$ cat config.mk
export PLATFORM = sky130hd
export DESIGN_NAME = decoder_scan_ctrl
export DESIGN_NICKNAME = d
export VERILOG_FILES = /design/src/rtl/decoder_scan_ctrl.sv
export SDC_FILE = /design/constraint.sdc
export NUM_CORES = 1
export LEC_CHECK = 0
export ABC_AREA = 1
export CAP_MARGIN = 5
export CORE_MARGIN = 2
export CORE_UTILIZATION = 39
export CTS_CLUSTER_SIZE = 8
export DETAILED_ROUTE_END_ITERATION = 16
export PLACE_DENSITY = 0.64
export SYNTH_ARGS = -nofsm -noshare
export SYNTH_HDL_FRONTEND = slang
export SYNTH_SLANG_ARGS = --single-unit
export TNS_END_PERCENT = 20
$ cat constraint.sdc
create_clock -name clk -period 4.3 [get_ports clk]
set_input_delay 0.86 -clock clk [delete_from_list [all_inputs] [get_ports clk]]
set_output_delay 0.86 -clock clk [all_outputs]
set_load 0.1 [all_outputs]
$ cat src/rtl/decoder_scan_ctrl.sv
// decoder_scan_ctrl
//   Sequencer for a 2-to-4 enabled decoder. It scans the channels selected by
//   chan_mask in ascending order. Before each channel, e is held low for
//   BLANK_CYCLES cycles. Then e is held high for the dwell time. The select
//   pair only moves on the edge that takes e low (or while e is already low),
//   so the decoder never drives a wrong channel.
//
// Ports:
//   clk, rst_n      clock (rising edge), asynchronous active-low reset
//   start           begin scanning; only honoured while idle
//   stop            halt request; the current channel still completes its dwell
//   dwell           enable-high cycles per channel (0 treated as 1), sampled per frame
//   chan_mask       channel enable mask, sampled per frame
//   a1, a0          decoder select pair
//   e               decoder enable
//   busy            high whenever not idle
//   frame_done      one-cycle pulse after the last channel of a frame
module decoder_scan_ctrl #(
  parameter int DWELL_W      = 8,
  parameter int BLANK_CYCLES = 2
) (
  input  logic               clk,
  input  logic               rst_n,
  input  logic               start,
  input  logic               stop,
  input  logic [DWELL_W-1:0] dwell,
  input  logic [3:0]         chan_mask,
  output logic               a1,
  output logic               a0,
  output logic               e,
  output logic               busy,
  output logic               frame_done
);

  localparam int BLK_W = $clog2(BLANK_CYCLES + 1);
  localparam int CNT_W = (DWELL_W > BLK_W) ? DWELL_W : BLK_W;
  localparam bit HAS_BLANK = (BLANK_CYCLES > 0);
  localparam logic [CNT_W-1:0] BLANK_LOAD =
    CNT_W'((BLANK_CYCLES > 0) ? BLANK_CYCLES - 1 : 0);

  typedef enum logic [1:0] {S_IDLE, S_BLANK, S_DWELL} state_t;

  state_t             state_q, state_d;
  logic [CNT_W-1:0]   cnt_q, cnt_d;
  logic [1:0]         addr_q, addr_d;
  logic [3:0]         mask_q, mask_d;
  logic [DWELL_W-1:0] dwell_q, dwell_d;
  logic               pend_q, pend_d;
  logic               e_q, e_d;
  logic               busy_q, busy_d;
  logic               fd_q, fd_d;

  logic [DWELL_W-1:0] dwell_eff;
  logic               do_enter;
  logic [1:0]         enter_ch;
  logic [DWELL_W-1:0] enter_dw;
  logic [2:0]         above;

  function automatic logic [1:0] lowest_set(input logic [3:0] m);
    logic [1:0] r;
    if (m[0])      r = 2'd0;
    else if (m[1]) r = 2'd1;
    else if (m[2]) r = 2'd2;
    else           r = 2'd3;
    return r;
  endfunction

  // {found, index} of the lowest enabled channel strictly above cur.
  function automatic logic [2:0] next_above(input logic [3:0] m, input logic [1:0] cur);
    logic [2:0] r;
    r = '0;
    if (m[3] && cur < 2'd3) r = {1'b1, 2'd3};
    if (m[2] && cur < 2'd2) r = {1'b1, 2'd2};
    if (m[1] && cur < 2'd1) r = {1'b1, 2'd1};
    return r;
  endfunction

  assign dwell_eff = (dwell == '0) ? DWELL_W'(1) : dwell;
  assign above     = next_above(mask_q, addr_q);

  always_comb begin
    state_d  = state_q;
    cnt_d    = cnt_q;
    addr_d   = addr_q;
    mask_d   = mask_q;
    dwell_d  = dwell_q;
    pend_d   = pend_q;
    fd_d     = 1'b0;
    do_enter = 1'b0;
    enter_ch = addr_q;
    enter_dw = dwell_q;

    case (state_q)
      S_IDLE: begin
        pend_d = 1'b0;
        if (start && !stop && chan_mask != '0) begin
          mask_d   = chan_mask;
          dwell_d  = dwell_eff;
          do_enter = 1'b1;
          enter_ch = lowest_set(chan_mask);
          enter_dw = dwell_eff;
        end
      end

      S_BLANK: begin
        if (stop) pend_d = 1'b1;
        if (cnt_q == '0) begin
          state_d = S_DWELL;
          cnt_d   = CNT_W'(dwell_q - DWELL_W'(1));
        end else begin
          cnt_d = cnt_q - CNT_W'(1);
        end
      end

      S_DWELL: begin
        if (stop) pend_d = 1'b1;
        if (cnt_q != '0) begin
          cnt_d = cnt_q - CNT_W'(1);
        end else if (pend_q || stop) begin
          state_d = S_IDLE;
          pend_d  = 1'b0;
          cnt_d   = '0;
        end else if (above[2]) begin
          do_enter = 1'b1;
          enter_ch = above[1:0];
          enter_dw = dwell_q;
        end else begin
          // Frame boundary: re-sample configuration for the next frame.
          fd_d    = 1'b1;
          mask_d  = chan_mask;
          dwell_d = dwell_eff;
          if (chan_mask == '0) begin
            state_d = S_IDLE;
            cnt_d   = '0;
          end else begin
            do_enter = 1'b1;
            enter_ch = lowest_set(chan_mask);
            enter_dw = dwell_eff;
          end
        end
      end

      default: begin
        state_d = S_IDLE;
        cnt_d   = '0;
      end
    endcase

    // Common channel entry: the address moves on the same edge that takes e low.
    if (do_enter) begin
      addr_d = enter_ch;
      if (HAS_BLANK) begin
        state_d = S_BLANK;
        cnt_d   = BLANK_LOAD;
      end else begin
        state_d = S_DWELL;
        cnt_d   = CNT_W'(enter_dw - DWELL_W'(1));
      end
    end

    e_d    = (state_d == S_DWELL);
    busy_d = (state_d != S_IDLE);
  end

  always_ff @(posedge clk or negedge rst_n) begin
    if (!rst_n) begin
      state_q <= S_IDLE;
      cnt_q   <= '0;
      addr_q  <= '0;
      mask_q  <= '0;
      dwell_q <= '0;
      pend_q  <= 1'b0;
      e_q     <= 1'b0;
      busy_q  <= 1'b0;
      fd_q    <= 1'b0;
    end else begin
      state_q <= state_d;
      cnt_q   <= cnt_d;
      addr_q  <= addr_d;
      mask_q  <= mask_d;
      dwell_q <= dwell_d;
      pend_q  <= pend_d;
      e_q     <= e_d;
      busy_q  <= busy_d;
      fd_q    <= fd_d;
    end
  end

  assign a1         = addr_q[1];
  assign a0         = addr_q[0];
  assign e          = e_q;
  assign busy       = busy_q;
  assign frame_done = fd_q;

endmodule

== Word-level counts from Yosys, hierarchy flattened ==
Index checks and enable logic that the tools add are counted.
Widths: inputs -> output; s select.

* Flip-flop bits (word level): 28
* Bits of input ports: 16
* Word-level logic and storage cells: 95
* Output and inout port bits: 5

* Reductions and logical operators: 19
* Mux-type cells: 51
* Equality and inequality tests: 11
* Add/subtract/negate cells: 2
* Magnitude comparators: 3

{| class="wikitable"
|+ Operator list
! cell !! number
|-
| $mux 8 || 11
|-
| $mux 2 || 13
|-
| $pmux 8 s3 || 1
|-
| $logic_not 8->1 || 2
|-
| $mux 4 || 4
|-
| $pmux 8 s2 || 1
|-
| $sub 8x1->8 const B || 2
|-
| $mux 1 || 13
|-
| $ne 2x2->1 const B || 5
|-
| $ne 5x5->1 const B || 2
|-
| $mux 3 || 3
|-
| $pmux 4 s2 || 1
|-
| $reduce_bool 8->1 || 1
|-
| $pmux 2 s3 || 1
|-
| $reduce_and 6->1 || 1
|-
| $logic_and 1x1->1 || 5
|-
| $reduce_and 5->1 || 1
|-
| $eq 2x2->1 const B || 2
|-
| $logic_not 4->1 || 1
|-
| $lt 2x2->1 const B || 2
|-
| $pmux 2 s2 || 1
|-
| $reduce_bool 2->1 || 2
|-
| $reduce_bool 4->1 || 1
|-
| $ne 3x3->1 const B || 1
|-
| 9 further kinds || 9
|}

== Longest topological paths before layout ==
Gate-level depths: netlist of run 1.

* Word-level depth: 11
* Mapped depth: 11
* Mapped depth without buffers: 11

== Least setup slack after synthesis of run 1 ==
Ideal clock, no wire load.

* Path kind: flip-flop to flip-flop
* Start: register addr_q[1]
* End: register cnt_q[1]
* Setup time: 0.065 ns
* Slack: 2.325 ns
* Cell stages (with the launch flop): 11
* Period minus slack after synthesis: 1.975 ns
* Data required time: 4.235 ns
* Buffers on the path: 0
* Data arrival time: 1.910 ns
* Cells stage by stage: dfrtp_1 -> inv_1 -> nand2_1 -> nand2_1 -> nor2_1 -> nand2_1 -> nand2_2 -> inv_1 -> nor2_2 -> nand2_1 -> nand2_1

* Word-level cells in the longest chain between the ends: 11
* Elaborated cells between the ends (all ways): 18
* Classes of those cells: order compare: 3; eq/ne: 3; mux: 8; reduce/logical: 4

{| class="wikitable"
|+ RTL lines
! what !! line !! RTL
|-
| from (decl) || 45 || <nowiki>logic [1:0] addr_q, addr_d;</nowiki>
|-
| from (signal assigned) || 179 || <nowiki>addr_q <= addr_d;</nowiki>
|-
| $lt 2x2->1 || 72 || <nowiki>if (m[3] && cur < 2'd3) r = {1'b1, 2'd3};</nowiki>
|-
| $logic_and 1x1->1 || 72 ||
|-
| $mux 3 || 72 ||
|-
| $mux 3 || 73 || <nowiki>if (m[2] && cur < 2'd2) r = {1'b1, 2'd2};</nowiki>
|-
| $mux 3 * || 74 || <nowiki>if (m[1] && cur < 2'd1) r = {1'b1, 2'd1};</nowiki>
|-
| $mux 1 || 123 || <nowiki>end else if (above[2]) begin</nowiki>
|-
| $mux 1 || 119 || <nowiki>end else if (pend_q || stop) begin</nowiki>
|-
| $mux 1 || 117 || <nowiki>if (cnt_q != '0) begin</nowiki>
|-
| $pmux 1 s2 || 93 || <nowiki>case (state_q)</nowiki>
|-
| $ne 5x5->1 (no source line) or $ne 2x2->1 (tied branches) || - ||
|-
| $reduce_and 3->1 (no source line) || - ||
|-
| to (signal assigned) || 178 || <nowiki>cnt_q <= cnt_d;</nowiki>
|-
| to (decl) || 44 || <nowiki>logic [CNT_W-1:0] cnt_q, cnt_d;</nowiki>
|}

Mark *: on every way between the ends. The rest lies on a longest branch, timed or not.
A chain may end at the register's enable or synchronous reset.

== Final worst setup path of run 1 ==
* Start: register addr_q[1]
* End: output a1

{| class="wikitable"
|+ RTL lines
! what !! line !! RTL
|-
| to (decl) || 28 || <nowiki>output logic a1,</nowiki>
|}

No word-level cell between the ends.

==> metrics.yaml, run 1 <==
topRoutingLayerUsed: "met4"
via_per_inst: 4.79
worstSetupStartpointType: "register"
die-area_um2: 5300
postCtsHoldBufs: 0
grt_first_pass_wirelength_um: 6440
antenna_left: 0
antenna_found_initial: 0
area_growth_pct: 16.1
layout.nets: 299
final_cell_area_um2: 2140
first_iter_violations: 78
avgSynthCellArea_um2: 7.32
hold_class: "register to register"
path_max_fanout: 5
drc: 0
route.met2.wl_um: 1600
synth_top_area_share_pct: 36.6
period_minus_slack_ns: 2.72
nFillCells: 490
cts_inserted_buffers: 3
status: "finished clean"
overflow: 0
io_buffers: 20
seq_area_um2: 676
vias: 1572
root_buffer: "clkbuf_8"
grt.total_usage_pct: 15.3
ctsResizeCount: 0
syn_area_um2: 1850
synth_nets: 276
start_util_pct: 39.9
fp.coreArea_um2: 4630
num_rows: 25
finalCritPeriodShare_pct: 63.2
skew_ns: 0.0128
wl_met3_um: 82
cts_tree: "done"
place.gp.congestion: 0.823
wl_um: 3600
setup_viol: 0
dp_hpwl_um: 2760
fmax_ghz: 0.368
dr.pass1.iters: 4
synth-seq-cells: 27
cap_violations: 0
crit_buf_inv: 1
die_w_um: 72.8
clk_path_buf_depth: 2
crit_chain: "clkdlybuf4s50_1"
yosys_warnings: 0
postCtsSetupRepairBufs: 0
relSlewSlack_pct: 35.2
end_kind: "primary output"
diodes: 0
clk_pin_slew_worst_paths_ns: 0.10
synthTopCellsByArea: "dfrtp_1, nand2_1, inv_1"
finalHoldViolations: 0
ys_seq_area_share_pct: 36.6
multi_input_area_um2: 992
drv_slew: 0
ios: 21
synthArstFlopShare_pct: 100
grt_pass1_vias: 1431
cp_data_required_time_ns: 3.44
grt_max_degree: 28
die_h_um: 72.8
placedInstanceArea_um2: 2090
worst_pin_slew_ns: 0.969
synth_ff_type: "dfrtp_1"
synthCells: 252
htreeDepth: 1
tns_ns: 0
cp_slowest_stage_delay_ns: 1.16
clock_latency_ns: 0.28
drive_gt1_share_pct: 11.7
synth-edff-count: 0
wirelength_met1_um: 1870
crit_type: "register to primary output"
cp_data_arrival_time_ns: 1.86
rsz0062_at_grt: "no"
cpLargestDelayFamily: "buffers and inverters"
wl_per_cell_um: 11.0
crit_slowest_cell: "clkdlybuf4s50_1"
clkSinkCount: 27
synth_cell_types: 26
synth_top_cell_by_area: "dfrtp_1"
[layer usage]
| layer | track usage (%) | vias to the layer above |
|---|---|---|
| li1 | - | 840 |
| met2 | 23.8 | 17 |
| met5 | 0 | - |
| met4 | 3.09 | 0 |
| met1 | 22.4 | 710 |
| met3 | 2.49 | 5 |
[final cells by class]
| type | count | share of cell area (%) |
|---|---|---|
| inverter | 40 | 7.01 |
| tap | 54 | 3.15 |
| sequential | 27 | 31.5 |
| clock buffer | 3 | 1.93 |
| multi-input combinational | 182 | 46.3 |
| timing repair buffer | 21 | 9.70 |
| clock inverter | 1 | 0.350 |
[per-stage QoR]
stage,utilization (%),instances,hold slack [ns],setup slack (ns)
after global placement,45.2,324,0.474,1.84
after detailed placement,45.2,324,0.482,1.81
final,46.3,328,0.507,1.58
after floorplan,-,252,0.449,2.33
after global routing,46.3,328,0.546,1.51
after CTS,46.3,328,0.506,1.57
[cells in the mapped netlist, drive strengths merged (2+ instances only)]
cell,n
nand2,83
inv,40
a21oi,5
xnor2,2
nor2,26
xor2,4
o22ai,3
o21ai,21
dfrtp,27
nand4,6
nor3,2
buf,3
ha,8
nand3,19
[state kept, by name, summed over array words and instances, names as in the netlist]
signal      flops
dwell_q         8
busy            1
frame_done      1
pend_q          1
mask_q          3
cnt_q           8
state_q         2
addr_q          2
e               1
[kinds of logic (layout without fill, tap and decap cells)]
group,count (synthesis),after routing,synth area share [%]
buffers and inverters,43,65,9.63
adders and majority gates,8,8,5.42
DFF,27,27,36.6
AOI/OAI and AO/OA,31,31,11.9
xor gates and xnor gates,6,6,2.85
and+or+nand+nor,137,137,33.6
[cells in the final DEF, fill, tap and decap left out, types with 2 or more instances in the layout]
cell type | synthesis | routed
nand2_2 | 4 | 4
nand4_1 | 6 | 6
clkbuf_8 | 0 | 3
inv_1 | 39 | 39
nor2_1 | 21 | 21
nand2_1 | 77 | 77
o22ai_1 | 3 | 3
ha_1 | 8 | 8
xor2_1 | 4 | 4
a21oi_1 | 5 | 5
o21ai_2 | 11 | 11
dfrtp_1 | 27 | 27
clkdlybuf4s50_1 | 0 | 20
xnor2_1 | 2 | 2
nand3_1 | 18 | 18
nand2_4 | 2 | 2
nor2_2 | 3 | 3
o21ai_0 | 9 | 9
nor2_4 | 2 | 2
nor3_1 | 2 | 2
[final timing paths]
kind                             from         end  slack (ns)  cells past startpoint
min in group asynchronous       rst_n  frame_done        0.94                      2
min reg2reg                    pend_q      pend_q        0.51                      2
min                            pend_q      pend_q        0.51                      2
max                         addr_q[1]          a1        1.58                      1
max reg2reg                state_q[0]  dwell_q[5]        2.32                      9
max in group asynchronous       rst_n    cnt_q[2]        3.08                      2
Power of run 1 is not shown: default switching activity piles up to over one toggle a cycle in this logic, so the estimate is an artifact.
==> inputs of run 2 (changes only) <==
--- a/config.mk
+++ b/config.mk
@@ -11,7 +11,7 @@
 export CORE_UTILIZATION = 39
 export CTS_CLUSTER_SIZE = 8
 export DETAILED_ROUTE_END_ITERATION = 16
-export PLACE_DENSITY = 0.64
+export PLACE_DENSITY = 0.66
 export SYNTH_ARGS = -nofsm -noshare
 export SYNTH_HDL_FRONTEND = slang
 export SYNTH_SLANG_ARGS = --single-unit
==> constraint.sdc (replaced) <==
create_clock -name clk -period 2.4 [get_ports clk]
set_input_delay 0.48 -clock clk [delete_from_list [all_inputs] [get_ports clk]]
set_output_delay 0.48 -clock clk [all_outputs]
set_load 0.1 [all_outputs]
==> metrics.yaml, run 2 (same netlist as run 1, synthesis figures left out) <==
wl_per_cell_um: 10.8
area_growth_pct: 15.2
cp_slowest_stage_delay_ns: 0.44
end_kind: "register"
cts_tree: "done"
final_cells: 328
nFillCells: 482
tns_ns: 0
start_util_pct: 39.9
drc: 0
antenna_left: 0
clkSinkCount: 27
layout_common_cells: "nand2_1, inv_1, dfrtp_1, nor2_1, nand3_1"
place.gp.congestion: 0.835
ctsResizeCount: 0
worstSetupStartpointType: "register"
period_minus_slack_ns: 1.97
finalCritPeriodShare_pct: 82.0
diodes: 0
fin_util_pct: 45.9
cp_data_arrival_time_ns: 2.13
die-area_um2: 5300
die_h_um: 72.8
root_buffer: "clkbuf_8"
first_iter_violations: 76
cpLargestDelayFamily: "simple AND/OR/NAND/NOR gates"
worst_pin_slew_ns: 0.411
fmax_ghz: 0.508
vias: 1565
cts_inserted_buffers: 3
layout.nets: 299
clk_pin_slew_worst_paths_ns: 0.10
crit_type: "register to register"
status: "finished clean"
grt_pass1_vias: 1403
clock_latency_ns: 0.27
largestRegisters: "cnt_q x8, dwell_q x8, mask_q x3"
finalHoldViolations: 0
postCtsHoldBufs: 0
postCtsSetupRepairBufs: 0
skew_ns: 0.00192
die_w_um: 72.8
grt_first_pass_wirelength_um: 6290
rsz0062_at_grt: "no"
dp.cells: 324
drive_gt1_share_pct: 13.1
final_common_cell: "nand2_1"
fp.coreArea_um2: 4630
relSlewSlack_pct: 72.6
antenna_found_initial: 0
overflow: 0
ios: 21
io_buffers: 20
crit_buf_inv: 2
htreeDepth: 1
wl_um: 3550
num_rows: 25
crit_slowest_cell: "dfrtp_1"
path_max_fanout: 22
cp_data_required_time_ns: 2.56
via_per_inst: 4.77
cap_violations: 0
dp_hpwl_um: 2770
crit_chain: "inv_1, ha_1, nand2_1, inv_1, nand2_4, o21ai_4, nand3_4, nand2_1, o21ai_2"
grt_max_degree: 28
clk_path_buf_depth: 2
setup_viol: 0
grt.total_usage_pct: 14.6
dr.pass1.iters: 4
hold_class: "register to register"
drv_slew: 0
## run 2: cell count changes in the layout (fill, tap and decap cells not counted)
| cell | before | now |
|---|---|---|
| clkinvlp_4 | 1 | 0 |
| clkbuf_1 | 0 | 1 |
| buf_4 | 1 | 6 |
| clkdlybuf4s50_1 | 20 | 15 |
## run 2: per-layer routing
metal,vias up,global-route usage [%],part of all wire (%)
li1,845,-,-
met1,701,21.5,52
met2,19,23.1,45
met3,0,2.21,2.3
met4,0,2.47,0
met5,-,0,0
## run 2: stage by stage
step                      setup WS [ns]  hold slack, ns  area [um2]
final                             0.432           0.509        2130
after global routing              0.216           0.541        2130
after CTS                         0.410           0.502        2130
after detailed placement          0.220           0.479        2080
after global placement            0.201           0.477        2080
after floorplan                   0.425           0.184        1850
## run 2: cell type report
class                   instances  area [um2]  area share, %
well taps                      54        67.6           3.18
clock buffers                   4        45.0           2.12
repair buffers                 21         195           9.18
multi-input cells             182         992           46.7
flip-flops and latches         27         676           31.8
inverters                      40         150           7.06
## run 2: path summary, 6_finish.rpt
path | from | end | slack (ns) | depth (start not counted)
setup / recovery | state_q[0] | dwell_q[2] | 0.43 | 9
hold / removal | dwell_q[1] | dwell_q[1] | 0.51 | 2
setup reg to reg | state_q[0] | dwell_q[2] | 0.43 | 9
hold reg to reg | dwell_q[1] | dwell_q[1] | 0.51 | 2
max in group asynchronous | rst_n | cnt_q[0] | 1.55 | 2
min in group asynchronous | rst_n | cnt_q[4] | 0.59 | 2
## run 2: worst reg2reg max path, stage by stage, from the launching register on
cell and delay [ns]:
dfrtp_1 0.44, inv_1 0.12, ha_1 0.42, nand2_1 0.13, inv_1 0.13, nand2_4 0.07, o21ai_4 0.08, nand3_4 0.26
nand2_1 0.16, o21ai_2 0.06
Power of run 2 is left out for the same reason.
==> inputs of run 3 (changes only) <==
--- a/config.mk
+++ b/config.mk
@@ -11,7 +11,7 @@
 export CORE_UTILIZATION = 39
 export CTS_CLUSTER_SIZE = 8
 export DETAILED_ROUTE_END_ITERATION = 16
-export PLACE_DENSITY = 0.66
+export PLACE_DENSITY = 0.64
 export SYNTH_ARGS = -nofsm -noshare
 export SYNTH_HDL_FRONTEND = slang
 export SYNTH_SLANG_ARGS = --single-unit
==> constraint.sdc (replaced) <==
create_clock -name clk -period 1.9 [get_ports clk]
set_input_delay 0.38 -clock clk [delete_from_list [all_inputs] [get_ports clk]]
set_output_delay 0.38 -clock clk [all_outputs]
set_load 0.1 [all_outputs]
==> metrics.yaml, run 3 (same netlist as run 1, synthesis figures left out) <==
route.met2.wl_um: 1780
intPower_mw: 2.20
path_max_fanout: 20
fin_util_pct: 49.2
cts_inserted_buffers: 3
die_w_um: 72.8
wl_um: 3800
layout.nets: 315
p_switching_mw: 2.42
p_leak_nw: 1.20
worstSetupStartpointType: "register"
topRoutingLayerUsed: "met4"
rsz0062_at_grt: "no"
clockPowerShare_pct: 7.6
first_iter_violations: 121
setup_viol: 0
postCtsSetupRepairBufs: 0
ctsResizeCount: 0
dr.pass1.iters: 4
drive_gt1_share_pct: 19.0
grt_pass1_vias: 1535
hold_class: "input pin to async pin"
clk_pin_slew_worst_paths_ns: 0.11
via_per_inst: 4.76
grt_max_degree: 28
drc: 0
area_growth_pct: 23.4
setup.worst_path.start: "cnt_q[0]"
tns_ns: 0
antenna_left: 0
final_common_cell: "nand2_1"
io_buffers: 20
start_util_pct: 39.9
rr_startpoint: "cnt_q[0]"
die-area_um2: 5300
wirelength_met1_um: 1850
die_h_um: 72.8
ios: 21
p_per_area_nw_per_um2: 2030
p_sw_share_pct: 52.4
antenna_found_initial: 0
postCtsHoldBufs: 0
cp_data_arrival_time_ns: 1.98
diodes: 0
vias: 1639
grt_first_pass_wirelength_um: 6770
clkSinkCount: 27
fmax_ghz: 0.568
clock_latency_ns: 0.28
drv_slew: 0
crit_type: "register to register"
htreeDepth: 1
cp_data_required_time_ns: 2.12
finalCritPeriodShare_pct: 92.7
fp.coreArea_um2: 4630
end_kind: "register"
layout_common_cells: "nand2_1, inv_1, dfrtp_1, nor2_1, buf_4"
status: "finished clean"
largestRegisters: "cnt_q x8, dwell_q x8, mask_q x3"
relSlewSlack_pct: 76.2
place.gp.congestion: 0.793
num_rows: 25
combPwrFrac_pct: 68.4
clk_path_buf_depth: 2
skew_ns: 0.00669
cap_violations: 0
period_minus_slack_ns: 1.76
dp_hpwl_um: 2970
wl_per_cell_um: 11.0
nFillCells: 466
finalHoldViolations: 0
wl_met3_um: 123
overflow: 0
peakVddDrop_mv: 0.700
cts_tree: "done"
placedInstanceArea_um2: 2230
power_frac_seq_pct: 24.0
root_buffer: "clkbuf_8"
worst_pin_slew_ns: 0.355
grt.total_usage_pct: 15.9
final_cell_area_um2: 2280
[run 3: changes by cell type in the layout (fill, tap and decap cells not counted), sizes merged]
cell      delta
clkbuf       -1
buf         +16
clkinvlp     +1
[run 3: layer usage]
| layer | vias up | GRT usage, % |
|---|---|---|
| met5 | - | 0 |
| met4 | 0 | 3.91 |
| met3 | 6 | 2.49 |
| met2 | 29 | 25.8 |
| met1 | 730 | 22.3 |
| li1 | 874 | - |
[run 3: worst paths after layout]
| kind | endpoint | slack, ns | depth (start not counted) |
|---|---|---|---|
| worst min register to register | pend_q | 0.49 | 2 |
| worst min-delay path | cnt_q[4] | 0.47 | 2 |
| worst max-delay path | dwell_q[4] | 0.14 | 9 |
| max in group asynchronous | addr_q[0] | 1.14 | 2 |
| worst max register to register | dwell_q[4] | 0.14 | 9 |
| min in group clk | pend_q | 0.49 | 2 |
[run 3: critical path, stage by stage, from the launching register on]
cell and delay, ns:
dfrtp_1 0.43, inv_1 0.09, ha_1 0.17, nand2_2 0.08, nor2_4 0.21, nand2_4 0.08, o21ai_4 0.08, nand3_4 0.23
buf_4 0.23, o21ai_2 0.10
[run 3: area by class of cell]
class | instances | area, um2 | share of cell area, %
clock buffer | 3 | 41.3 | 1.81
clock inverter | 1 | 7.51 | 0.330
inverter | 40 | 150 | 6.59
multi-input combinational | 182 | 992 | 43.6
sequential | 27 | 678 | 29.8
tap | 54 | 67.6 | 2.97
timing repair buffer | 37 | 340 | 14.9
[run 3: per-stage QoR]
stage / instances / hold WS, ns / worst slack (ns) / total power [mW]
global route: 344 / 0.501 / 0.00535 / 5.11
finish: 344 / 0.470 / 0.138 / 4.62
floorplan: 252 / 0.0844 / 0.236 / 3.51
CTS: 344 / 0.483 / 0.136 / 4.65
detailed placement: 340 / 0.475 / -0.0650 / 4.28
global placement: 340 / 0.471 / -0.0847 / 4.24
[run 3: power by group through the flow]
stage / clock (mW) / combinational (mW) / sequential (mW)
floorplan: 0 / 2.19 / 1.31
global placement: 0 / 3.12 / 1.11
detailed placement: 0 / 3.16 / 1.12
CTS: 0.365 / 3.18 / 1.11
global route: 0.383 / 3.57 / 1.15
finish: 0.353 / 3.16 / 1.11
Power figures use the tool's default switching activity.
